===== src/rtl/weight_fetch_pack.sv =====
`default_nettype none

`ifndef ADDR_SIZE
`define ADDR_SIZE 16
`endif

// ============================================================================
// Module      : weight_fetch_pack
// Description : Accepts weight addresses from the address generator, reads
//               the weight SRAM (1-cycle latency), packs PACK_N returned words
//               into one PE-array column vector and buffers the vectors in a
//               first-word fall-through FIFO with a valid/ready output.
// Revision    : 1.0 - initial release
// ============================================================================
module weight_fetch_pack #(
    parameter int ADDR_W     = `ADDR_SIZE,
    parameter int DATA_W     = 8,
    parameter int PACK_N     = 4,
    parameter int FIFO_DEPTH = 4
) (
    input  logic                     clk,
    input  logic                     rstn,
    input  logic                     addr_valid,
    input  logic [ADDR_W-1:0]        addr_in,
    input  logic                     addr_last,
    output logic                     addr_ready,
    output logic                     mem_ren,
    output logic [ADDR_W-1:0]        mem_addr,
    input  logic [DATA_W-1:0]        mem_rdata,
    output logic                     out_valid,
    input  logic                     out_ready,
    output logic [PACK_N*DATA_W-1:0] out_data,
    output logic                     out_last
);

    localparam int FILL_W = (PACK_N > 1) ? $clog2(PACK_N) : 1;
    localparam int PTR_W  = $clog2(FIFO_DEPTH);
    localparam int CNT_W  = PTR_W + 1;
    localparam int VEC_W  = PACK_N * DATA_W;

    localparam logic [FILL_W-1:0] c_LAST_LANE = FILL_W'(PACK_N - 1);
    localparam logic [CNT_W-1:0]  c_DEPTH     = CNT_W'(FIFO_DEPTH);

    // Pack state
    logic [FILL_W-1:0] r_fill;
    logic [FILL_W-1:0] w_fill_eff;
    logic              r_inflight;
    logic              r_completes;
    logic              r_lastflag;
    logic [VEC_W-1:0]  r_pack;
    logic [VEC_W-1:0]  w_vec;

    // FIFO state; each entry holds {last, vector}
    logic [VEC_W:0]    r_fifo_mem [FIFO_DEPTH];
    logic [PTR_W-1:0]  r_wr_ptr;
    logic [PTR_W-1:0]  r_rd_ptr;
    logic [CNT_W-1:0]  r_count;
    logic [VEC_W:0]    w_head;

    logic w_accept;
    logic w_pending;
    logic w_push;
    logic w_pop;

    // A completing read in flight already owns one FIFO slot, so it is counted
    // before admitting a new address; a push can then never hit a full FIFO.
    assign w_pending  = r_inflight & r_completes;
    assign addr_ready = rstn & ((r_count + CNT_W'(w_pending)) < c_DEPTH);
    assign w_accept   = addr_valid & addr_ready;
    assign mem_ren    = w_accept;
    assign mem_addr   = addr_in;

    assign w_push = r_inflight & r_completes;
    assign w_pop  = out_valid & out_ready;

    // Lane the next accepted address will land in, accounting for the read
    // whose data is returning this very cycle.
    always_comb begin
        w_fill_eff = r_fill;
        if (r_inflight) begin
            w_fill_eff = r_completes ? '0 : (r_fill + 1'b1);
        end
    end

    // Pack register with the returning word merged into lane[fill]; higher
    // lanes are still zero because the register clears after every vector.
    always_comb begin
        w_vec = r_pack;
        for (int i = 0; i < PACK_N; i++) begin
            if (r_fill == FILL_W'(i)) begin
                w_vec[i*DATA_W +: DATA_W] = mem_rdata;
            end
        end
    end

    // In-flight tracking and lane packing
    always_ff @(posedge clk or negedge rstn) begin
        if (!rstn) begin
            r_inflight  <= 1'b0;
            r_completes <= 1'b0;
            r_lastflag  <= 1'b0;
            r_fill      <= '0;
            r_pack      <= '0;
        end else begin
            r_inflight  <= w_accept;
            r_completes <= w_accept & ((w_fill_eff == c_LAST_LANE) | addr_last);
            r_lastflag  <= w_accept & addr_last;
            if (r_inflight) begin
                if (r_completes) begin
                    r_fill <= '0;
                    r_pack <= '0;
                end else begin
                    r_fill <= r_fill + 1'b1;
                    r_pack <= w_vec;
                end
            end
        end
    end

    // FIFO storage; contents need no reset because the count gates the head
    always_ff @(posedge clk) begin
        if (w_push) begin
            r_fifo_mem[r_wr_ptr] <= {r_lastflag, w_vec};
        end
    end

    // FIFO pointers and occupancy; simultaneous push and pop keeps the count
    always_ff @(posedge clk or negedge rstn) begin
        if (!rstn) begin
            r_wr_ptr <= '0;
            r_rd_ptr <= '0;
            r_count  <= '0;
        end else begin
            if (w_push) begin
                r_wr_ptr <= r_wr_ptr + 1'b1;
            end
            if (w_pop) begin
                r_rd_ptr <= r_rd_ptr + 1'b1;
            end
            case ({w_push, w_pop})
                2'b10:   r_count <= r_count + 1'b1;
                2'b01:   r_count <= r_count - 1'b1;
                default: r_count <= r_count;
            endcase
        end
    end

    assign w_head    = r_fifo_mem[r_rd_ptr];
    assign out_valid = (r_count != '0);
    assign out_data  = out_valid ? w_head[VEC_W-1:0] : '0;
    assign out_last  = out_valid & w_head[VEC_W];

endmodule

`default_nettype wire


===== config.mk =====
export PLATFORM = sky130hd
export DESIGN_NAME = weight_fetch_pack
export DESIGN_NICKNAME = d
export VERILOG_FILES = /design/src/rtl/weight_fetch_pack.sv
export SDC_FILE = /design/constraint.sdc
export NUM_CORES = 1
export LEC_CHECK = 0
export ABC_AREA = 1
export BUFFER_PORTS_ARGS = -buffer_cell sky130_fd_sc_hd__buf_2
export CAP_MARGIN = 20
export CORE_ASPECT_RATIO = 1.5
export CORE_MARGIN = 4
export CORE_UTILIZATION = 40
export CTS_CLUSTER_SIZE = 28
export DETAILED_ROUTE_END_ITERATION = 10
export HOLD_SLACK_MARGIN = 0.12
export PLACE_DENSITY = 0.58
export REMOVE_ABC_BUFFERS = 1
export SLEW_MARGIN = 0
export SYNTH_ARGS = -nofsm -noshare
export SYNTH_HDL_FRONTEND = slang
export SYNTH_SLANG_ARGS = --single-unit

===== constraint.sdc =====
create_clock -name clk -period 6.3 [get_ports clk]
set_input_delay 1.575 -clock clk [delete_from_list [all_inputs] [get_ports clk]]
set_output_delay 1.575 -clock clk [all_outputs]
set_load 0.1 [all_outputs]

* After elaboration in Yosys (flattened, before gate mapping) *
Memories as Yosys holds them, arrays and structs flattened.
Index checks and enable logic that the tools add are counted.

storage, ports and cells
  register bits after elaboration = 44
  RAM bits = 132
  output and inout port bits = 52
  memories = 1

operators by class
  $add $sub $neg = 6
  order comparisons = 1
  equal/unequal tests = 6
  mux-type cells = 11
  bitwise operators = 8
  reduce and logical (&&, ||, !) cells = 3

memory list
  name        depth  bits a word  rd ports  clocked after memory_dff  write ports  RTL line  RTL
  r_fifo_mem  4      33           1         0                         1            54        logic [VEC_W:0] r_fifo_mem [FIFO_DEPTH];

operators by type and width
  cell                                                                 number
  32-bit two-way mux                                                   2
  8-bit two-way mux                                                    4
  2-bit == test (second input constant)                                4
  1-bit bitwise AND                                                    7
  2-bit by 1-bit adder with 2-bit output (second input constant)       3
  3-bit one-hot mux with 2 select lines                                1
  2-bit by 1-bit == test with 1-bit output (second input constant)     2
  2-bit two-way mux                                                    2
  3-bit by 1-bit adder with 3-bit output                               1
  3-bit by 1-bit adder with 3-bit output (second input constant)       1
  3-bit < comparator (second input constant)                           1
  3-bit nonzero test                                                   1
  3-bit by 1-bit subtractor with 3-bit output (second input constant)  1
  2-bit logical NOT                                                    1
  1-bit two-way mux                                                    2
  2-bit nonzero test                                                   1
  1-bit bitwise OR                                                     1

* Longest topological paths before layout *
Gate-level depths: netlist of run 1.

  word-level depth = 6
  mapped depth = 10

* Worst setup path before layout of run 1 *
Ideal clock, no wire load.

  path type = register to output
  start point = register r_count[0]
  end point = output out_data[10]
  arrival = 3152 ps
  setup slack = 1573 ps
  stages on the path, launching flop included = 6
  path buffers = 1
  cells stage by stage = dfrtp_1 -> inv_1 -> nand3_1 -> inv_1 -> buf_2 -> a21oi_1

between the ends
  longest elaborated chain between the ends = 2

ends and longest elaborated chain
  item                      RTL line  RTL
  start: declaration        57        logic [CNT_W-1:0] r_count;
  start signal: assignment  141       2'b10: r_count <= r_count + 1'b1;
  start signal: assignment  142       2'b01: r_count <= r_count - 1'b1;
  start signal: assignment  143       default: r_count <= r_count;
  3-bit nonzero test        149       assign out_valid = (r_count != '0);
  net out_valid             30        output logic out_valid,
  32-bit two-way mux        150       assign out_data = out_valid ? w_head[VEC_W-1:0] : '0;
  end: declaration          32        output logic [PACK_N*DATA_W-1:0] out_data,

The timed path passes the listed nets, and every way through them passes these cells.

* Worst setup path after layout of run 1 *
  start point = register r_rd_ptr[1]
  end point = output out_data[13]

between the ends
  longest elaborated chain between the ends = 2

ends and longest elaborated chain
  item                      RTL line  RTL
  start: declaration        56        logic [PTR_W-1:0] r_rd_ptr;
  start signal: assignment  138       r_rd_ptr <= r_rd_ptr + 1'b1;
  memory read 4 x 33 bit    n/a
  32-bit two-way mux        150

Every way passes these cells.

==> qor.txt, run 1 <==
Synth Area in Adders = 1.74%
Delay-heaviest family, CP = buffers and inverters
Reg2Reg Depth = 4
GR Util All Layers = 16.2%
Critical path class = reg -> out
Clock Path Buffers = 2
Min-Delay Endpoint = r_fifo_mem[3][32]
Routed wire length = 16800 µm
Crit. End Element = output port
Status = finished, final reports clean
Initial core utilization = 41.0%
Syn-to-layout area delta = 11.9%
WL/cell = 17.2 µm
RD Place Congestion = 0.762
First-pass GRT wire length = 26600 µm
Synth Area in XOR/XNOR = 0.459%
Max Cap Viol = 0
Crit path cell chain = inv_2 > nor2_1 > o21ai_0 > a21oi_1 > buf_2
Hold WC Path Type = reg -> reg
DRC = 0
Setup Fix Bufs, Post-CTS = 0
Row cnt = 61
Vias per inst = 5.01
CP max stage cell = dfrtp_2
Die Ht = 177 µm
Root cell of the clock tree = clkbuf_16
Worst path bufs/invs = 2
Sequential-to-total area share from yosys stat = 66.3%
CTS Buf Count = 17
Unrepaired setup endpoints after global routing = false
Share of cells above drive strength 1 = 13.7%
Synth cell types = 26
Slew @ Worst Pin = 1.00 ns
Worst hold path depth = 0
Proportion of synthesized area in mux cells = 0%
Critical path arrival = 2.91 ns
Port buffer count = 48
Die ar. = 0.0214 mm²
Cell area after synthesis = 0.00764 mm²
Synth Warn # = 0
Post-synthesis simple-gate area fraction = 9.43%
I/O pin count = 81
Number of global-route vias before repair = 5002
Fin. max-slew vios = 0
Nets@finish = 750
Clock transition at the registers of the reported paths = 0.07 ns
DR vias = 4885
Most frequent cells in the layout = nor2_1, edfxtp_1, inv_1
Tmin final = 4.48 ns
Hold-fix buffers, CTS = 0
Area contributors post-synth = edfxtp_1, dfrtp_1, nor2_1
Synth top area share = 51.9%
Worst endpoint required time = 4.72 ns
Pin count of the biggest net entering global routing = 69
Synthesized flop and latch total = 176
Largest family of logic cells by synthesized area = compound AO/OA/AOI/OAI gates
CTS Sinks = 176
Router iterations before antenna repair = 5
Worst-Skew Late Latency = 0.42 ns
Most common cell after layout, fill and taps aside = nor2_1
CP Launch Type = flip-flop
Die W = 121 µm
R2R Path Start = r_inflight
Reg2reg setup slack = 3.65 ns
Worst R2R End = r_fifo_mem[2][9]
Diode count = 0
Hold path startpoint = r_lastflag
CTS H-tree depth = 4
GR Overflow Total = 0
First DRT Iteration DRCs = 383
Fin. Hold Viols = 0
CTS tree = yes
Setup violators final = 0
Dpl hpwl = 10200 µm
Area leader, netlist = edfxtp_1
ANT nets after route = 0
Mapped Avg Cell Area = 11.1 µm²
Post-CTS Resized = 0
Max incr delay on CP = 0.92 ns
CP max FO = 35
Post-Syn Instances = 690
FMAX = 223 MHz
Core ar. = 0.0186 mm²
Initial antenna violation count = 0
Clk_skew = 0.00790 ns
Final period utilization = 71.2%
Compound-cell area share of the yosys netlist = 12.8%
Rel. slew slack = 33.1%
Setup TNS = 0 ns
## per-stage QoR
step           hold WS (ns)  util, %  setup WS, ns  cells  area [µm²]
6_report              0.497     45.9          1.82    976        8550
5_1_grt               0.526     45.9          1.59    976        8550
4_1_cts               0.497     45.6          1.75    974        8500
3_5_place_dp          0.481     42.5          1.91    942        7920
3_3_place_gp          0.466     42.3          1.94    940        7870
2_1_floorplan         0.455        -          1.25    634        7250
## state kept, by name (all words and copies together) (netlist names)
signal	flops
r_fifo_mem	132
r_pack	32
r_count	3
r_fill	2
r_rd_ptr	2
r_wr_ptr	2
r_completes	1
r_inflight	1
r_lastflag	1
## cell type report
cell class              count  area [µm²]
repair buffers             58         380
fillers                  1742       10100
flip-flops and latches    176        5070
inverters                  85         319
clock inverters            15         155
multi-input cells         373        1880
well taps                 252         315
clock buffers              17         425
## per-layer routing
metal / routed length, µm / vias to the layer above / GRT usage [%]
met4: 238 / 0 / 5.77
met3: 695 / 22 / 3.58
li1: - / 2340 / -
met2: 9130 / 126 / 29.1
met5: 0 / - / 0
met1: 6730 / 2397 / 19.0
## synthesized netlist by cell type, drive strengths merged
cell type / instances
nor2: 140
nand2: 43
xor2: 3
nand3: 5
ha: 9
nand4: 1
fa: 1
buf: 45
edfxtp: 132
xnor2: 1
o21a: 32
dfrtp: 44
a21oi: 36
clkbuf: 11
inv: 85
o21ai: 70
o22ai: 32
## kinds of logic (layout without fill, tap and decap cells)
group / count (synthesis) / in the layout
AND/OR/NAND/NOR: 189 / 189
flip-flops: 176 / 176
AO/OA/AOI/OAI: 170 / 170
buffers and inverters: 141 / 175
adder cells (fa/ha/maj): 10 / 10
XOR/XNOR: 4 / 4
## how the worst max path moves through the flow
stage | from | to | slack, ns | cells past startpoint
floorplan | r_count[0] | out_data[0] | 1.25 | 4
global placement | rstn | mem_ren | 1.94 | 4
detailed placement | rstn | mem_ren | 1.91 | 4
CTS | r_rd_ptr[1] | out_data[4] | 1.75 | 5
global route | r_rd_ptr[1] | out_data[4] | 1.59 | 5
finish | r_rd_ptr[1] | out_data[13] | 1.82 | 5
Power of run 1 is left out: the tool's default activity adds up to more than one toggle a clock period on the data nets, which glitch-free logic cannot reach.
==> run 2: changes to the inputs <==
- PLACE_DENSITY: 0.58 -> 0.6
- clock period: 6.3 -> 3.8 ns (I/O delays scaled with it)
==> run 2 against run 1 <==
  * Sequential share of layout area fell by 2.4 points
  * First-iteration DRC count fell by 31%
  * Sequential cell count did not move
  * Critical path depth rose by 1
  * Count of clock-buffer cells in the layout rose by 7
  * Clock skew rose by 0.0017 ns
  * Register-to-register slack got worse by 1.8 ns
  * Global-route usage fell by 0.62 points
  * Hold slack got worse by 0.00091 ns
  * Worst setup slack got worse by 1.3 ns
  * Final area rose by 4.2%
  * Die area did not move
  * Largest cell class unchanged
  * Highest routed layer unchanged
==> qor.txt, run 2 (synthesis gave the netlist of run 1 again) <==
Status = finished, final reports clean
Worst hold path depth = 0 (unchanged)
First-pass GRT wire length = 25700 µm (-3.6%)
Fin. max-slew vios = 0 (unchanged)
Final cell count without fillers = 978 (+0.20%)
Setup TNS = 0 ns (unchanged)
Syn-to-layout area delta = 16.6%
Max Cap Viol = 0 (unchanged)
Fin. Hold Viols = 0 (unchanged)
CP Launch Type = flip-flop
Setup Fix Bufs, Post-CTS = 0 (unchanged)
Root cell of the clock tree = clkbuf_16
Die W = 121 µm (unchanged)
Tmin final = 3.24 ns
Busiest grt layer = met2
Die ar. = 0.0214 mm² (unchanged)
Core ar. = 0.0186 mm² (unchanged)
Post-DP Area = 0.00830 mm² (+4.8%)
Pin count of the biggest net entering global routing = 68 (-1.4%)
Clock transition at the registers of the reported paths = 0.06 ns (about the same)
Min Hold Slack = 0.496 ns (-0.000907 ns)
Worst R2R End = r_count[2]
First DRT Iteration DRCs = 266 (-31%)
CTS Buf Count = 17 (unchanged)
Crit. End Element = output port
Vias per inst = 4.85 (-3.0%)
Top Registers = r_fifo_mem x132, r_pack x32, r_count x3
Router iterations before antenna repair = 5 (unchanged)
M3 GR Usage = 3.81% (+0.22 points)
Slew @ Worst Pin = 0.721 ns (-0.281 ns)
Rel. slew slack = 51.9% (+19 points)
Placed cells = 945 (+0.32%)
Clk_skew = 0.00962 ns (+0.00173 ns)
Initial core utilization = 41.0% (unchanged)
GR Util All Layers = 15.6% (-0.62 points)
RD Place Congestion = 0.777 (+1.9%)
CTS H-tree depth = 4 (unchanged)
Worst-Skew Late Latency = 0.42 ns (about the same)
Post-route cell area = 0.00890 mm² (+4.2%)
I/O pin count = 81 (unchanged)
Critical path arrival = 2.29 ns (-0.62 ns)
Worst endpoint required time = 2.85 ns (-1.87 ns)
FMAX = 308 MHz
Routed wire length = 15800 µm (-5.9%)
Initial antenna violation count = 0 (unchanged)
CTS tree = yes
Hold WC Path Type = reg -> reg
Final period utilization = 85.4%
Post-CTS Resized = 0 (unchanged)
Unrepaired setup endpoints after global routing = false
ANT nets after route = 0 (unchanged)
Hold path startpoint = r_lastflag
Most common cell after layout, fill and taps aside = nor2_1
Grt met2 use = 27.8% (-1.3 points)
Reg2reg setup slack = 1.82 ns (-1.83 ns)
Reg2Reg Depth = 10 (+6)
DRC = 0 (unchanged)
Number of global-route vias before repair = 4858 (-2.9%)
Nets@finish = 752 (+0.27%)
Diode count = 0 (unchanged)
CP max FO = 67 (+91%)
Die Ht = 177 µm (unchanged)
Met1 usage in global routing = 18.5% (-0.54 points)
GR Overflow Total = 0 (unchanged)
Clock Path Buffers = 2 (unchanged)
Critical path class = reg -> out
Min-Delay Endpoint = r_fifo_mem[0][32]
R2R Path Start = r_count[0]
DR vias = 4747 (-2.8%)
Hold-fix buffers, CTS = 0 (unchanged)
Port buffer count = 48 (unchanged)
Max reg flops = 132 (unchanged)
Most frequent cells in the layout = nor2_1, edfxtp_1, inv_1
CTS Sinks = 176 (unchanged)
Row cnt = 61 (unchanged)
Share of cells above drive strength 1 = 13.2% (-0.45 points)
WL/cell = 16.2 µm (-6.1%)
Dpl hpwl = 9670 µm (-4.9%)
Setup violators final = 0 (unchanged)
Largest Register = r_fifo_mem
run 2: cell types whose count changed in the layout (fill, tap and decap cells not counted), sizes merged:
| cell | delta |
|---|---|
| clkbuf | +7 |
| inv | -5 |
| clkinv | -3 |
| buf | +2 |
| bufinv | +1 |
run 2: worst max-delay path by stage:
| stage | startpoint | endpoint | cells after the start |
|---|---|---|---|
| 6_report | r_rd_ptr[0] | out_data[16] | 6 |
| 3_3_place_gp | r_rd_ptr[0] | out_data[0] | 6 |
| 4_1_cts | r_rd_ptr[0] | out_data[0] | 6 |
| 5_1_grt | r_rd_ptr[0] | out_data[0] | 6 |
| 3_5_place_dp | r_rd_ptr[0] | out_data[0] | 6 |
| 2_1_floorplan | r_count[0] | out_data[0] | 4 |
run 2: metal layers:
layer  share of wire, %  up-vias
met5                  0        -
met4               0.77        0
met3                4.4        6
met2                 54      106
met1                 41     2289
li1                   -     2346
run 2: cell type report:
| class | instances | area (µm²) |
|---|---|---|
| fillers | 1668 | 9720 |
| clock inverters | 8 | 105 |
| multi-input cells | 373 | 1870 |
| flip-flops and latches | 176 | 5070 |
| repair buffers | 60 | 753 |
| inverters | 85 | 319 |
| well taps | 252 | 315 |
| clock buffers | 24 | 472 |
run 2: stage by stage:
step | setup WS (ns) | util (%)
floorplan | -0.624 | -
global placement | 0.922 | 44.6
detailed placement | 0.939 | 44.6
CTS | 0.481 | 47.7
global route | 0.264 | 47.8
finish | 0.555 | 47.8
run 2: worst max-delay path, stage by stage, from the launching register on:
cell and delay [ns]:
dfrtp_2 0.36, buf_4 0.57, nor2_1 0.11, nor2_1 0.11, o21ai_0 0.09, a21oi_1 0.15, buf_2 0.45
Power of run 2 is left out for the same reason.
==> run 3: changes to the inputs <==
- CTS_BUF_LIST: unset -> sky130_fd_sc_hd__clkbuf_8 sky130_fd_sc_hd__clkbuf_16
==> run 3 against run 2 <==
  * Sequential cell count unchanged
  * Sequential share of layout area unchanged
  * Final area unchanged
  * Cell count unchanged
  * Global-route usage unchanged
  * Non-clock buffer count unchanged
  * Register-to-register slack about the same
  * Fmax up 0.13%
  * Die area unchanged
  * Routed wire length up 0.10%
  * First-iteration DRC count up 0.75%
  * Via count down 0.23%
==> qor.txt, run 3 (synthesis gave the netlist of run 1 again) <==
Status = finished, final reports clean
Tmin final = 3.24 ns (-0.00411 ns)
CP max FO = 67 (unchanged)
Nets@finish = 752 (unchanged)
Die W = 121 µm (unchanged)
Die Ht = 177 µm (unchanged)
Post-CTS Resized = 0 (unchanged)
Reg2Reg Depth = 10 (unchanged)
DRC = 0 (unchanged)
Reg2reg setup slack = 1.82 ns (about the same)
Share of cells above drive strength 1 = 13.2% (unchanged)
GR Overflow Total = 0 (unchanged)
Setup violators final = 0 (unchanged)
Syn-to-layout area delta = 16.6% (unchanged)
Router iterations before antenna repair = 6 (+1)
R2R Path Start = r_count[0]
Vias per inst = 4.84 (-0.23%)
ANT nets after route = 0 (unchanged)
Worst hold path depth = 0 (unchanged)
Most common cell after layout, fill and taps aside = nor2_1
Core ar. = 0.0186 mm² (unchanged)
Max reg flops = 132 (unchanged)
Worst endpoint required time = 2.85 ns (about the same)
Initial core utilization = 41.0% (unchanged)
Crit. End Element = output port
Fin. max-slew vios = 0 (unchanged)
DR vias = 4736 (-0.23%)
Row cnt = 61 (unchanged)
Port buffer count = 48 (unchanged)
Die ar. = 0.0214 mm² (unchanged)
RD Place Congestion = 0.777 (unchanged)
Pin count of the biggest net entering global routing = 68 (unchanged)
Top Registers = r_fifo_mem x132, r_pack x32, r_count x3
Root cell of the clock tree = clkbuf_16
First-pass GRT wire length = 25700 µm (unchanged)
Initial antenna violation count = 0 (unchanged)
WL met2 = 8540 µm (-0.13%)
Slew @ Worst Pin = 0.720 ns (-0.000608 ns)
Setup ws final = 0.559 ns (+0.00411 ns)
FMAX = 309 MHz (+0.13%)
WL met3 = 698 µm (+1.0%)
Clk_skew = 0.00817 ns (-0.00146 ns)
CTS H-tree depth = 4 (unchanged)
Rel. slew slack = 52.0% (about the same)
Fin. Hold Viols = 0 (unchanged)
WL/cell = 16.2 µm (+0.10%)
First DRT Iteration DRCs = 268 (+0.75%)
Dpl hpwl = 9670 µm (unchanged)
Critical path arrival = 2.29 ns (about the same)
Top Metal Used = met4
Largest Register = r_fifo_mem
Most frequent cells in the layout = nor2_1, edfxtp_1, inv_1
CP startpoint = r_rd_ptr[0]
Setup Fix Bufs, Post-CTS = 0 (unchanged)
Critical path class = reg -> out
Fin util = 47.8% (unchanged)
M1 WL = 6450 µm (about the same)
Final period utilization = 85.3% (-0.11 points)
Worst-Skew Late Latency = 0.42 ns (about the same)
FILL cells = 1668 (unchanged)
Diode count = 0 (unchanged)
Routed wire length = 15800 µm (+0.10%)
Worst R2R End = r_count[2]
CP Launch Type = flip-flop
CTS tree = yes
Clock transition at the registers of the reported paths = 0.06 ns (about the same)
Number of global-route vias before repair = 4858 (unchanged)
GR Util All Layers = 15.6% (unchanged)
Post-place setup slack = 0.939 ns (unchanged)
Min-Delay Endpoint = r_fifo_mem[0][32]
I/O pin count = 81 (unchanged)
CTS Buf Count = 17 (unchanged)
Clock Path Buffers = 2 (unchanged)
Hold WC Path Type = reg -> reg
Hold-fix buffers, CTS = 0 (unchanged)
Hold path startpoint = r_lastflag
Unrepaired setup endpoints after global routing = false
CTS Sinks = 176 (unchanged)
Max Cap Viol = 0 (unchanged)
-- run 3: cell count changes in the layout (fill, tap and decap cells not counted) --
cell | before | now
inv_1 | 83 | 88
clkbuf_1 | 5 | 0
-- run 3: layout make-up --
class                   instances  area (µm²)  share of cell area, %
clock buffers                  19         453                   5.09
repair buffers                 60         753                   8.46
flip-flops and latches        176        5070                   56.9
inverters                      85         319                   3.58
well taps                     252         315                   3.54
clock inverters                13         124                   1.39
multi-input cells             373        1870                   21.0
-- run 3: critical path: stages, from the launching register on --
cell and delay (ns):
dfrtp_2 0.36, buf_4 0.57, nor2_1 0.11, nor2_1 0.11, o21ai_0 0.09, a21oi_1 0.15
buf_2 0.45
-- run 3: worst max-delay path by stage --
stage                              end  cells after the start
after floorplan            out_data[0]                      4
after global placement     out_data[0]                      6
after detailed placement   out_data[0]                      6
after CTS                  out_data[0]                      6
after global routing       out_data[0]                      6
final                     out_data[16]                      6
-- run 3: per-stage QoR --
stage | cell area [µm²] | hold slack, ns | std cells | TNS, ns
after CTS | 8880 | 0.503 | 977 | 0
after detailed placement | 8300 | 0.488 | 945 | 0
after global placement | 8300 | 0.477 | 945 | 0
after floorplan | 7250 | 0.455 | 634 | -20.58
final | 8900 | 0.500 | 978 | 0
after global routing | 8900 | 0.506 | 978 | 0
-- run 3: metal layers --
metal / GRT usage [%] / vias to the layer above
li1: - / 2345
met4: 4.91 / 0
met1: 18.5 / 2276
met2: 27.8 / 107
met3: 3.81 / 8
met5: 0 / -
Power of run 3 is left out for the same reason.
